**src/rtl/rv32i_pkg.sv**
```systemverilog
// Shared rv32i encodings used by the M/W pipeline stages.
package rv32i_pkg;

  localparam logic [1:0] RES_ALU = 2'b00;
  localparam logic [1:0] RES_MEM = 2'b01;
  localparam logic [1:0] RES_PC4 = 2'b10;

  localparam logic [2:0] F3_B  = 3'b000;
  localparam logic [2:0] F3_H  = 3'b001;
  localparam logic [2:0] F3_W  = 3'b010;
  localparam logic [2:0] F3_BU = 3'b100;
  localparam logic [2:0] F3_HU = 3'b101;

endpackage

```
**src/rtl/load_extend.sv**
```systemverilog
// Load data extraction: picks the addressed byte/half lane and sign/zero extends it.
module load_extend
  import rv32i_pkg::*;
(
  input  logic [2:0]  funct3_i,
  input  logic [1:0]  addr_i,
  input  logic [31:0] rdata_i,
  output logic [31:0] data_o
);

  logic [7:0]  byte_sel;
  logic [15:0] half_sel;

  always_comb begin
    byte_sel = rdata_i[8*addr_i +: 8];
    half_sel = addr_i[1] ? rdata_i[31:16] : rdata_i[15:0];
  end

  always_comb begin
    data_o = rdata_i;
    case (funct3_i)
      F3_B:    data_o = {{24{byte_sel[7]}}, byte_sel};
      F3_H:    data_o = {{16{half_sel[15]}}, half_sel};
      F3_BU:   data_o = {24'h0, byte_sel};
      F3_HU:   data_o = {16'h0, half_sel};
      default: data_o = rdata_i;
    endcase
  end

endmodule

```
**src/rtl/mem_wb_pipeline.sv**
```systemverilog
// EX/MEM and MEM/WB pipeline registers: store formatting in M, load extend and
// result select in W, plus the retired-instruction counter.
module mem_wb_pipeline
  import rv32i_pkg::*;
#(
  parameter int unsigned XLEN  = 32,
  parameter int unsigned CNT_W = 64
) (
  input  logic             clk,
  input  logic             reset,
  input  logic             stallM,
  input  logic             flushM,
  input  logic             validE,
  input  logic             RegWriteE,
  input  logic             MemWriteE,
  input  logic [1:0]       ResultSrcE,
  input  logic [2:0]       funct3E,
  input  logic [4:0]       rdE,
  input  logic [XLEN-1:0]  alu_resultE,
  input  logic [XLEN-1:0]  write_dataE,
  input  logic [XLEN-1:0]  pc_plus4E,
  input  logic [XLEN-1:0]  dmem_rdata,
  output logic             validM,
  output logic             RegWriteM,
  output logic [4:0]       rdM,
  output logic [XLEN-1:0]  alu_resultM,
  output logic [XLEN-1:0]  dmem_addr,
  output logic             dmem_we,
  output logic [3:0]       dmem_be,
  output logic [XLEN-1:0]  dmem_wdata,
  output logic             validW,
  output logic             RegWriteW,
  output logic [4:0]       rdW,
  output logic [XLEN-1:0]  resultW,
  output logic [CNT_W-1:0] instret
);

  // EX/MEM state
  logic            valid_m_q, reg_write_m_q, mem_write_m_q;
  logic [1:0]      result_src_m_q;
  logic [2:0]      funct3_m_q;
  logic [4:0]      rd_m_q;
  logic [XLEN-1:0] alu_result_m_q, write_data_m_q, pc_plus4_m_q;

  // MEM/WB state
  logic             valid_w_q, reg_write_w_q;
  logic [1:0]       result_src_w_q;
  logic [2:0]       funct3_w_q;
  logic [4:0]       rd_w_q;
  logic [XLEN-1:0]  alu_result_w_q, pc_plus4_w_q, rdata_w_q;
  logic [CNT_W-1:0] instret_q, instret_d;

  logic [XLEN-1:0] load_data;

  always_ff @(posedge clk or posedge reset) begin
    if (reset) begin
      valid_m_q      <= 1'b0;
      reg_write_m_q  <= 1'b0;
      mem_write_m_q  <= 1'b0;
      result_src_m_q <= '0;
      funct3_m_q     <= '0;
      rd_m_q         <= '0;
      alu_result_m_q <= '0;
      write_data_m_q <= '0;
      pc_plus4_m_q   <= '0;
    end else if (flushM) begin
      valid_m_q     <= 1'b0;
      reg_write_m_q <= 1'b0;
      mem_write_m_q <= 1'b0;
    end else if (!stallM) begin
      valid_m_q      <= validE;
      reg_write_m_q  <= RegWriteE & validE;
      mem_write_m_q  <= MemWriteE & validE;
      result_src_m_q <= ResultSrcE;
      funct3_m_q     <= funct3E;
      rd_m_q         <= rdE;
      alu_result_m_q <= alu_resultE;
      write_data_m_q <= write_dataE;
      pc_plus4_m_q   <= pc_plus4E;
    end
  end

  always_ff @(posedge clk or posedge reset) begin
    if (reset) begin
      valid_w_q      <= 1'b0;
      reg_write_w_q  <= 1'b0;
      result_src_w_q <= '0;
      funct3_w_q     <= '0;
      rd_w_q         <= '0;
      alu_result_w_q <= '0;
      pc_plus4_w_q   <= '0;
      rdata_w_q      <= '0;
    end else if (stallM) begin
      valid_w_q     <= 1'b0;
      reg_write_w_q <= 1'b0;
    end else begin
      valid_w_q      <= valid_m_q;
      reg_write_w_q  <= reg_write_m_q & valid_m_q;
      result_src_w_q <= result_src_m_q;
      funct3_w_q     <= funct3_m_q;
      rd_w_q         <= rd_m_q;
      alu_result_w_q <= alu_result_m_q;
      pc_plus4_w_q   <= pc_plus4_m_q;
      rdata_w_q      <= dmem_rdata;
    end
  end

  always_comb begin
    instret_d = instret_q;
    if (valid_w_q) instret_d = instret_q + 1'b1;
  end

  always_ff @(posedge clk or posedge reset) begin
    if (reset) instret_q <= '0;
    else       instret_q <= instret_d;
  end

  // M-stage outputs and store lane formatting
  always_comb begin
    validM      = valid_m_q;
    RegWriteM   = reg_write_m_q & valid_m_q;
    rdM         = rd_m_q;
    alu_resultM = alu_result_m_q;
    dmem_addr   = alu_result_m_q;
    dmem_we     = mem_write_m_q & valid_m_q;
    dmem_be     = 4'b0000;
    dmem_wdata  = write_data_m_q;
    case (funct3_m_q[1:0])
      2'b00: begin
        dmem_be    = 4'b0001 << alu_result_m_q[1:0];
        dmem_wdata = {4{write_data_m_q[7:0]}};
      end
      2'b01: begin
        dmem_be    = alu_result_m_q[1] ? 4'b1100 : 4'b0011;
        dmem_wdata = {2{write_data_m_q[15:0]}};
      end
      2'b10:   dmem_be = 4'b1111;
      default: dmem_be = 4'b0000;
    endcase
    if (!dmem_we) dmem_be = 4'b0000;
  end

  load_extend u_load_extend (
    .funct3_i (funct3_w_q),
    .addr_i   (alu_result_w_q[1:0]),
    .rdata_i  (rdata_w_q),
    .data_o   (load_data)
  );

  always_comb begin
    validW    = valid_w_q;
    RegWriteW = reg_write_w_q & valid_w_q;
    rdW       = rd_w_q;
    instret   = instret_q;
    case (result_src_w_q)
      RES_MEM: resultW = load_data;
      RES_PC4: resultW = pc_plus4_w_q;
      default: resultW = alu_result_w_q;
    endcase
  end

endmodule

```
**config.mk**
```make
export PLATFORM = sky130hd
export DESIGN_NAME = mem_wb_pipeline
export DESIGN_NICKNAME = d
export VERILOG_FILES = /design/src/rtl/rv32i_pkg.sv /design/src/rtl/load_extend.sv /design/src/rtl/mem_wb_pipeline.sv
export SDC_FILE = /design/constraint.sdc
export NUM_CORES = 1
export LEC_CHECK = 0
export CORE_MARGIN = 5
export CORE_UTILIZATION = 49
export CTS_CLUSTER_SIZE = 10
export DETAILED_ROUTE_END_ITERATION = 10
export GPL_ROUTABILITY_DRIVEN = 0
export PLACE_DENSITY_LB_ADDON = 0.15
export SLEW_MARGIN = 20
export SYNTH_ARGS = -nofsm -noshare
export SYNTH_HDL_FRONTEND = slang
export SYNTH_SLANG_ARGS = --single-unit
export TNS_END_PERCENT = 20
```
**constraint.sdc**
```tcl
create_clock -name clk -period 15.7 [get_ports clk]
set_input_delay 4.71 -clock clk [delete_from_list [all_inputs] [get_ports clk]]
set_output_delay 4.71 -clock clk [all_outputs]
set_load 0.005 [all_outputs]
```
==> qor.yml <==
critical_path:
  cpMaxStageDelayCell: "nor2b_1"
  crit_required_ns: 10.99
  end_kind: "output port"
  cpLargestDelayFamily: "simple AND/OR/NAND/NOR gates"
  startpoint_type: "flip-flop"
  cp_cell_sequence: "inv_1 -> ha_1 -> nor2b_1 -> nand2_1 -> o221ai_1 -> clkdlybuf4s50_1"
  worstPathArrival_ns: 3.52
  crit_path_max_fanout: 16
  cp_num_buf_inv: 2
  worstSetupPathType: "reg2out"
  max_stage_delay_ns: 0.60
timing:
  finalMaxSlewViolations: 0
  timing.fmax_mhz: 121.6
  setup_viol: 0
  holdWs_ns: 0.4710
  hold_viol: 0
  fin_crit_sh_pct: 52.40
  finalClockSkew_ns: 0.01973
  final_period_minus_worst_setup_slack_ns: 8.226
  slew_headroom_pct: 23.93
  tns_ns: 0
  rsz0062_at_grt: "no"
  worst_pin_slew_ns: 1.141
pwr:
  vdd_drop_max_uv: 95.77
  p_leak_nw: 7.259
  power_density_mw_per_mm2: 119.9
cts:
  path_clk_slew_ns: 0.05
  cts_sinks: 281
  cts_max_level: 2
  clk_path_buf_depth: 3
  clk_latency_ns: 0.50
  cts_tree: "yes"
  cts_root_buf: "clkbuf_16"
  postCtsResizedCells: 0
  cts_inserted_buffers: 34
  cts_setup_buffers: 0
  ctsHoldBuffers: 0
yosys:
  synth_area_per_cell_sq_um: 12.61
  syn_inst: 1025
  synth_warnings: 0
  ys_seq_area_share_pct: 54.42
  synth-edff-count: 0
  ys_types: 47
  synthFlopType: "dfrtp_1"
  syn_nets: 1173
  async_reset_ff_share_pct: 100.0
  syn_area_sq_mm: 0.01292
  ys_ff_latch: 281
layout:
  drive_gt1_share_pct: 22.83
  syn2layout_area_growth_pct: 34.23
  final_cell_area_sq_mm: 0.01735
  nets: 1477
routing:
  vias: 9165
  first_iter_violations: 485
  detail_route.first_pass.iterations: 5
  drt-total-wl_um: 34130
  antenna_left: 0
  routedWlPerCell_um: 20.41
  viasPerCell: 5.481
  drcViolationCount: 0
floorplanning:
  chipWidth_um: 172.4
  pin_count: 356
  initial_core_util_pct: 49.73
  std_cell_rows: 59
  die_y_um: 172.4
  fp.dieArea_sq_mm: 0.02972
  coreArea_sq_mm: 0.02598
status:
  status: "finished clean"
global_routing:
  global_route.usage.total_pct: 22.54
  globalRouteOverflowTotal: 0
  antenna_found_initial: 3
  grt_max_degree: 153
  grt_pass1_vias: 9554
  grt_first_pass_wirelength_um: 52960
flow_run:
  maxCapViolations: 0
placed_design:
  numPortBuffers: 355
  postPlaceCellArea_sq_mm: 0.01643
  dp_hpwl_um: 23970
min_path:
  worst_hold_path_type: "reg2reg"
## per-layer routing
layer	track usage, %	vias to the layer above	wire length, um
met5	0	-	25
met4	6.015	4	787
met3	6.036	57	2754
met2	37.17	314	16370
met1	29.66	4628	14190
li1	-	4162	-
## worst reg2reg max path, delay by kind of cell (launching register included)
kind | cells | cell delay, ns
and+or+nand+nor | 4 | 1.43
DFF | 1 | 0.43
adders and majority gates | 1 | 0.20
xor gates and xnor gates | 1 | 0.18
## stage by stage
stage / utilization (%) / setup slack (ns) / power (W) / instances
2_1_floorplan: - / 3.239 / 0.001142 / 1025
3_3_place_gp: 63.23 / 8.077 / 0.001405 / 1628
3_5_place_dp: 63.23 / 8.062 / 0.001417 / 1628
4_1_cts: 66.74 / 7.500 / 0.002107 / 1671
5_1_grt: 66.75 / 7.332 / 0.002182 / 1672
6_report: 66.75 / 7.474 / 0.002081 / 1672
## layout by cell type (no fill, tap or decap), types with 3 or more instances in the layout
cell type / n
and2_1: 4
clkbuf_16: 35
xnor2_1: 32
clkdlybuf4s50_1: 354
o21ai_0: 13
xor2_1: 31
a21oi_1: 23
o211ai_1: 14
mux2i_1: 17
dfrtp_1: 281
nor3_2: 10
nor2_1: 45
nor3_1: 6
a2bb2oi_1: 7
o221ai_1: 25
buf_4: 4
inv_1: 11
nand2_1: 91
nor2b_1: 17
nand3_1: 19
mux2_2: 229
nand2_2: 3
nand4_1: 15
nand2b_1: 3
nor4_4: 8
nor4_1: 4
clkbuf_1: 6
## layout make-up
cell class	instances	area (sq um)
fill	2006	8640
sequential	281	7032
multi-input combinational	640	5330
timing repair buffer	359	3593
clock buffer	41	898.4
tap	335	419.2
inverter	13	56.30
clock inverter	2	13.76
antenna	1	2.502
## sequential cells by signal, summed over array words and instances (netlist names), 2 cells and up
| name | flops |
|---|---|
| pc_plus4_w_q | 32 |
| rdM | 5 |
| instret | 64 |
| result_src_w_q | 2 |
| funct3_w_q | 3 |
| funct3_m_q | 3 |
| alu_result_w_q | 32 |
| pc_plus4_m_q | 32 |
| write_data_m_q | 32 |
| alu_resultM | 32 |
| rdata_w_q | 32 |
| rdW | 5 |
| result_src_m_q | 2 |
## where the power goes
group	switching, W	internal (W)
registers	0.0000805	0.000816
clock network	0.000280	0.000398
logic	0.000196	0.000309
## logic make-up after synthesis
family          after synthesis  synth area share (%)
flops                       281                 54.42
mux                         246                 21.27
simple gates                241                 10.62
buf+inv                     104                 4.415
compound gates               87                 4.715
xor+xnor                     63                 4.270
fa+ha+maj                     3                0.2905
## path summary, 6_finish.rpt
check	startpoint	to	slack, ns	cells after the start
hold / removal	instret[63]$_DFFE_PP0P_	instret[63]$_DFFE_PP0P_	0.47	1
setup reg to reg	instret[0]$_DFFE_PP0P_	instret[50]$_DFFE_PP0P_	13.38	6
min in group asynchronous	reset	alu_resultM[9]$_DFFE_PP0P_	4.79	2
setup / recovery	result_src_w_q[1]$_DFFE_PP0N_	resultW[28]	7.47	6
hold reg to reg	instret[63]$_DFFE_PP0P_	instret[63]$_DFFE_PP0P_	0.47	1
max in group asynchronous	reset	write_data_m_q[2]$_DFFE_PP0P_	9.58	3
## cell usage after synthesis (17+ instances only)
master	count	area [sq um]
nor2_1	46	172.7
mux2_2	229	2579
nor2b_1	17	106.4
o221ai_1	25	219.0
xor2_1	31	271.5
xnor2_1	32	280.3
buf_4	40	300.3
clkbuf_1	40	150.1
nand3_1	19	95.09
mux2i_1	17	170.2
nand2_1	91	341.6
a21oi_1	23	115.1
dfrtp_1	281	7032
Power figures use the tool's default switching activity.
